[src/rtl/sync_filter.sv]
// Multi-channel input conditioner: a plain flip-flop synchronizer per channel,
// followed by a programmable glitch filter with edge pulses and a sticky rise flag.
module sync_filter #(
    parameter int DW     = 1,
    parameter int STAGES = 2,
    parameter int FILT_W = 8
) (
    input  logic              clk_i,
    input  logic              rst_i,
    input  logic [FILT_W-1:0] cfg_filt_i,
    input  logic [DW-1:0]     src_i,
    input  logic [DW-1:0]     clr_i,
    output logic [DW-1:0]     dat_o,
    output logic [DW-1:0]     rise_o,
    output logic [DW-1:0]     fall_o,
    output logic [DW-1:0]     stk_o
);

    // A filter length of 0 means the same as 1: accept a change after one sample.
    logic [FILT_W-1:0] thr;
    assign thr = (cfg_filt_i == '0) ? FILT_W'(1) : cfg_filt_i;

    for (genvar gi = 0; gi < DW; gi++) begin : g_ch
        logic [STAGES-1:0] sync_q;
        logic              syn;
        logic [FILT_W-1:0] cnt_q, cnt_d;
        logic [FILT_W:0]   cnt_inc;
        logic              dat_q, dat_d;
        logic              rise_q, rise_d;
        logic              fall_q, fall_d;
        logic              stk_q, stk_d;

        assign syn     = sync_q[STAGES-1];
        assign cnt_inc = {1'b0, cnt_q} + {{FILT_W{1'b0}}, 1'b1};

        always_comb begin
            cnt_d  = cnt_q;
            dat_d  = dat_q;
            rise_d = 1'b0;
            fall_d = 1'b0;
            if (syn == dat_q) begin
                cnt_d = '0;
            end else if (cnt_inc >= {1'b0, thr}) begin
                dat_d  = syn;
                cnt_d  = '0;
                rise_d = syn;
                fall_d = ~syn;
            end else if (cnt_q != '1) begin
                cnt_d = cnt_inc[FILT_W-1:0];
            end
        end

        // Set wins over clear when a rise pulse and a clear request coincide.
        assign stk_d = rise_q | (stk_q & ~clr_i[gi]);

        always_ff @(posedge clk_i) begin
            if (rst_i) begin
                sync_q <= '0;
                cnt_q  <= '0;
                dat_q  <= 1'b0;
                rise_q <= 1'b0;
                fall_q <= 1'b0;
                stk_q  <= 1'b0;
            end else begin
                sync_q <= {sync_q[STAGES-2:0], src_i[gi]};
                cnt_q  <= cnt_d;
                dat_q  <= dat_d;
                rise_q <= rise_d;
                fall_q <= fall_d;
                stk_q  <= stk_d;
            end
        end

        assign dat_o[gi]  = dat_q;
        assign rise_o[gi] = rise_q;
        assign fall_o[gi] = fall_q;
        assign stk_o[gi]  = stk_q;
    end

endmodule

[config.mk]
export PLATFORM = sky130hd
export DESIGN_NAME = sync_filter
export DESIGN_NICKNAME = d
export VERILOG_FILES = /design/src/rtl/sync_filter.sv
export SDC_FILE = /design/constraint.sdc
export NUM_CORES = 1
export LEC_CHECK = 0
export ABC_AREA = 1
export BUFFER_PORTS_ARGS = -buffer_cell sky130_fd_sc_hd__buf_2
export CORE_MARGIN = 1
export CORE_UTILIZATION = 56
export CTS_BUF_LIST = sky130_fd_sc_hd__clkbuf_16
export CTS_CLUSTER_DIAMETER = 120
export DETAILED_ROUTE_END_ITERATION = 10
export PLACE_DENSITY = 0.91
export SYNTH_ARGS = -nofsm -noshare
export SYNTH_HDL_FRONTEND = slang
export SYNTH_SLANG_ARGS = --single-unit
[constraint.sdc]
create_clock -name clk_i -period 6.15 [get_ports clk_i]
set_clock_uncertainty 0.2 [all_clocks]
set_input_delay 0.9225 -clock clk_i [delete_from_list [all_inputs] [get_ports clk_i]]
set_output_delay 0.9225 -clock clk_i [all_outputs]
set_load 0.02 [all_outputs]
After elaboration in Yosys (flattened, before gate mapping):

Index checks and enable logic that the tools add are counted.

* register bits: 14
* logic and storage cells: 21

* add/subtract/negate cells: 1
* $lt $le $gt $ge: 1
* equal/unequal tests: 2
* muxes and demuxes: 1
* bitwise gates (word level): 6
* reduce and logical (&&, ||, !) cells: 4

Operators by type and width (number)
* adder 8 x 1 -> 9 bit (second input constant): 1
* greater-or-equal comparator 9 x 8 -> 1 bit: 1
* zero test 8 bit: 1
* 2-to-1 mux 8 bit: 1
* != test 8 bit (second input constant): 1
* OR reduction 3 bit: 2
* inverter 1 bit: 4
* AND reduction 2 bit: 1
* AND 1 bit: 1
* equality test 1 bit: 1
* OR 1 bit: 1

Logic depth before layout (Yosys ltp):

* word-level depth: 5
* mapped depth: 16
* gate-level depth less buffers: 16

Least setup slack after synthesis:

OpenSTA, ideal clock, no wires.

* path type: input port to flip-flop
* from: input port cfg_filt_i[1]
* to: register g_ch[0].cnt_q[0]
* library setup time: 71 ps
* arrival time: 2217 ps
* data required time: 5879 ps
* slack: 3662 ps
* stages: 12
* path buffers: 0
* cells stage by stage: nor4_1 -> a41o_1 -> ha_1 -> inv_1 -> nand2_1 -> nand2_1 -> nand3_1 -> nand2_1 -> nand2_1 -> nand2_1 -> nand3_2 -> a21oi_1

* cells in the longest elaborated chain, start to end: 4

RTL lines
* start: declaration: line 10 `input logic [FILT_W-1:0] cfg_filt_i,`
* zero test 8 bit: line 21 `assign thr = (cfg_filt_i == '0) ? FILT_W'(1) : cfg_filt_i;`
* 2-to-1 mux 8 bit *: line 21
* greater-or-equal comparator 9 x 8 -> 1 bit *: line 43 `end else if (cnt_inc >= {1'b0, thr}) begin`
* OR reduction 3 bit (no source line) *
* end signal: assignment: line 66 `cnt_q <= cnt_d;`
* end: declaration: line 26 `logic [FILT_W-1:0] cnt_q, cnt_d;`

Mark *: on every way between the ends. The rest lies on a longest branch, timed or not.
A chain may end at the register's enable or synchronous reset.

Final worst setup path:

* from: input port cfg_filt_i[1]
* to: register g_ch[0].cnt_q[3]

Same word-level chain as after synthesis.

==> results.json <==
{
  "overall_track_demand_over_capacity_in_global_routing_pct": 25.11,
  "timing.critical_path.max_delay_family": "simple AND/OR/NAND/NOR gates",
  "detailed_place_hpwl_um": 1378,
  "grt_start_max_net_pins": 10,
  "worst_r2r_path_depth": 13,
  "ir_drop_mv": 0.2354,
  "nets": 151,
  "postCtsSetupRepairBufs": 0,
  "grt_pass1_wl_um": 2587,
  "via_count": 717,
  "leakage_nw": 0.5580,
  "crit_arrival_ns": 2.56,
  "cp-start-kind": "primary input",
  "power.share.combinational_pct": 5.6,
  "internal-power_uw": 183.7,
  "ys_ff_latch": 14,
  "power-per-cell-area_nw_per_um2": 228.6,
  "post_synth.cell_area_avg_um2": 7.519,
  "slew_headroom_pct": 81.54,
  "mappedNetlistArea_um2": 827.0,
  "critPathMaxStageDelay_ns": 0.28,
  "power_frac_clock_pct": 53.8,
  "detail_route.drc_violations": 0,
  "n_antenna_cell": 0,
  "timing_worst_slew_pin_value_ns": 0.2750,
  "clk_latency_ns": 0.24,
  "power.total_uw": 228.6,
  "p_seq_share_pct": 40.6,
  "ys_top_cells_by_area": "dfxtp_1 (34%), ha_1 (14%), inv_1 (9.5%)",
  "synth_fp_nets": 131,
  "ctsResizeCount": 0,
  "antenna_found_initial": 0,
  "yosys.area.top_type_share_pct": 33.89,
  "worst_r2r_endpoint": "g_ch[0].cnt_q[3]",
  "worstSetupEndpoint": "g_ch[0].cnt_q[3]",
  "flow.area_growth_from_synthesis_pct": 20.88,
  "maximum_capacitance_violations": 0,
  "portion_of_the_post_synthesis_area_used_by_sequential_elements_pct": 33.89,
  "die-area_um2": 1635,
  "critPathMaxFanout": 8,
  "grt_overflow_total": 0,
  "place_congestion": 0.7382,
  "die_h_um": 40.43,
  "drt_first_iter_violations": 13,
  "maxClockFrequency_mhz": 385.6,
  "first_global_vias": 644,
  "finalWirelength_um": 1682,
  "clock_tree.root_cell": "clkbuf_16",
  "p_switching_uw": 44.85,
  "h_tree_levels": 1,
  "setup_tns_ns": 0,
  "cts_made_buffers": 3,
  "core_area_um2": 1334,
  "power.switching_fraction_pct": 19.62,
  "worstPathRequired_ns": 6.11,
  "layout.filler_cells": 115,
  "syn_inst": 110,
  "timing.final.max_slew_violations": 0,
  "postCtsHoldBufs": 0,
  "cell_accounting_for_the_most_synthesized_area": "dfxtp_1",
  "status": "finished, final reports clean",
  "initial_core_util_pct": 62.01,
  "max-clock-path-buffers": 2,
  "number_of_distinct_standard_cells_referenced_by_the_synthesized_netlist": 19,
  "cp_num_cells": 13,
  "synthesis.yosys.warnings": 0,
  "antenna_violating_nets_left": 0,
  "route.detailed.wl_per_inst_um": 11.68,
  "worstSetupPathType": "primary input to flop",
  "cts.reportedPaths.clkPinSlew_ns": 0.05,
  "critPathBufInv": 2,
  "holdCritPathClass": "flop to flop",
  "worst_reg2reg_setup_slack_ns": 3.70,
  "timing.final.crit_share_pct": 42.17,
  "crit_path_end_kind": "flop",
  "floorplan.io_pins": 16,
  "worst_setup_path_startpoint": "cfg_filt_i[1]",
  "r2r_start": "g_ch[0].cnt_q[0]",
  "via_per_inst": 4.979,
  "chipWidth_um": 40.43,
  "std_cell_rows": 13,
  "crit_top_cell": "nand2_1",
  "rsz0062_at_grt": "no",
  "final_number_of_setup_violating_endpoints": 0,
  "final_layout_size_suffix_gt1_share_pct": 22.48,
  "cp_slowest_cell": "nor4_1",
  "dr.pass1.iters": 4,
  "final_period_minus_worst_setup_slack_ns": 2.593,
  "path_cells": "buf_2 -> nor4_1 -> a41o_1 -> ha_1 -> inv_1 -> nand2_1 -> nand2_1 -> nand3_1 -> nand2_1 -> nand2_1 -> nand2_1 -> nand3_2 -> a21oi_1",
  "cts_tree": "done",
  "clock-sinks": 14,
  "io_buffers": 15,
  "hold_violations": 0
}
[flip-flops by register name, indices dropped and copies added, names as in the netlist]
| register | cells |
|---|---|
| g_ch.sync_q | 2 |
| fall_o | 1 |
| stk_o | 1 |
| g_ch.cnt_q | 8 |
| dat_o | 1 |
| rise_o | 1 |
[power groups by stage]
stage | Combinational (mW) | Clock, mW | Sequential [mW]
2_1_floorplan | 0.00697 | 0 | 0.0943
3_3_place_gp | 0.0116 | 0 | 0.0943
6_report | 0.0128 | 0.123 | 0.0927
3_5_place_dp | 0.0128 | 0 | 0.0944
5_1_grt | 0.0149 | 0.131 | 0.0927
4_1_cts | 0.0128 | 0.125 | 0.0927
[routing by layer]
metal	wire length (µm)	part of all wire (%)	GRT usage [%]
met1	689	41	26.67
met2	916	54	41.27
met3	51	3.0	11.11
met4	23	1.4	13.33
met5	0	0	0
[cells in the final DEF (no fill, tap or decap), types with 2 or more instances in the layout]
cell / count
nand3_1: 3
nand3_2: 3
xnor2_1: 2
clkbuf_16: 3
inv_1: 21
nor2_4: 2
a21oi_1: 7
dfxtp_1: 14
nor2_1: 16
ha_1: 9
buf_2: 15
xor2_1: 3
nor2_2: 2
nand2_1: 21
[layout make-up]
type                    count  area (µm²)  share of cell area, %
clock buffers               3       75.07                  7.509
clock inverters             1       3.754                 0.3755
inverters                  22       85.08                  8.511
multi-input cells          74       461.7                  46.18
flip-flops and latches     14       280.3                  28.04
well taps                  15       18.77                  1.877
repair buffers             15       75.07                  7.509
[synthesized netlist by cell type]
cell type  count
nand2_2        1
nor2_1        16
xnor2_1        2
nor2_4         2
ha_1           9
nand3_2        3
dfxtp_1       14
nor2_2         2
inv_4          1
nand4_1        1
a21oi_1        7
or2_2          1
a41o_1         1
xnor2_2        1
nand3_1        3
nand2_1       21
xor2_1         3
inv_1         21
nor4_1         1
[worst register-to-register path: stages, from the launching register on]
cell and delay, ns:
dfxtp_1 0.41, ha_1 0.23, nand3_2 0.13, xnor2_1 0.25, ha_1 0.29, nand2_1 0.09
inv_1 0.05, nand2_1 0.07, nand3_1 0.07, nand2_1 0.06, nand2_1 0.04, nand2_1 0.11
nand3_2 0.18, a21oi_1 0.19
[metrics by stage]
step | instance area, µm² | hold WS, ns | setup slack (ns) | utilization (%) | std cells
floorplan | 827.0 | 0.1883 | 3.662 | - | 110
global placement | 920.9 | 0.2001 | 3.451 | 69.04 | 140
detailed placement | 920.9 | 0.2189 | 3.308 | 69.04 | 140
CTS | 999.7 | 0.2278 | 3.574 | 74.95 | 144
global route | 999.7 | 0.2425 | 3.314 | 74.95 | 144
finish | 999.7 | 0.2188 | 3.557 | 74.95 | 144
[kinds of logic after synthesis]
group	Yosys count	synth area share [%]
fa+ha+maj	9	13.62
xor+xnor	6	7.263
compound gates	8	5.446
buf+inv	22	10.29
flops	14	33.89
simple gates	51	29.50
[worst min path at each step]
stage / from / endpoint / slack, ns / cells past startpoint
after floorplan: g_ch[0].sync_q[0] / g_ch[0].sync_q[1] / 0.19 / 2
after detailed placement: g_ch[0].sync_q[0] / g_ch[0].sync_q[1] / 0.22 / 2
after global placement: g_ch[0].sync_q[0] / g_ch[0].sync_q[1] / 0.20 / 2
after global routing: g_ch[0].sync_q[0] / g_ch[0].sync_q[1] / 0.24 / 2
after CTS: g_ch[0].sync_q[0] / g_ch[0].sync_q[1] / 0.23 / 2
final: g_ch[0].sync_q[0] / g_ch[0].sync_q[1] / 0.22 / 2
Power figures use the tool's default switching activity.
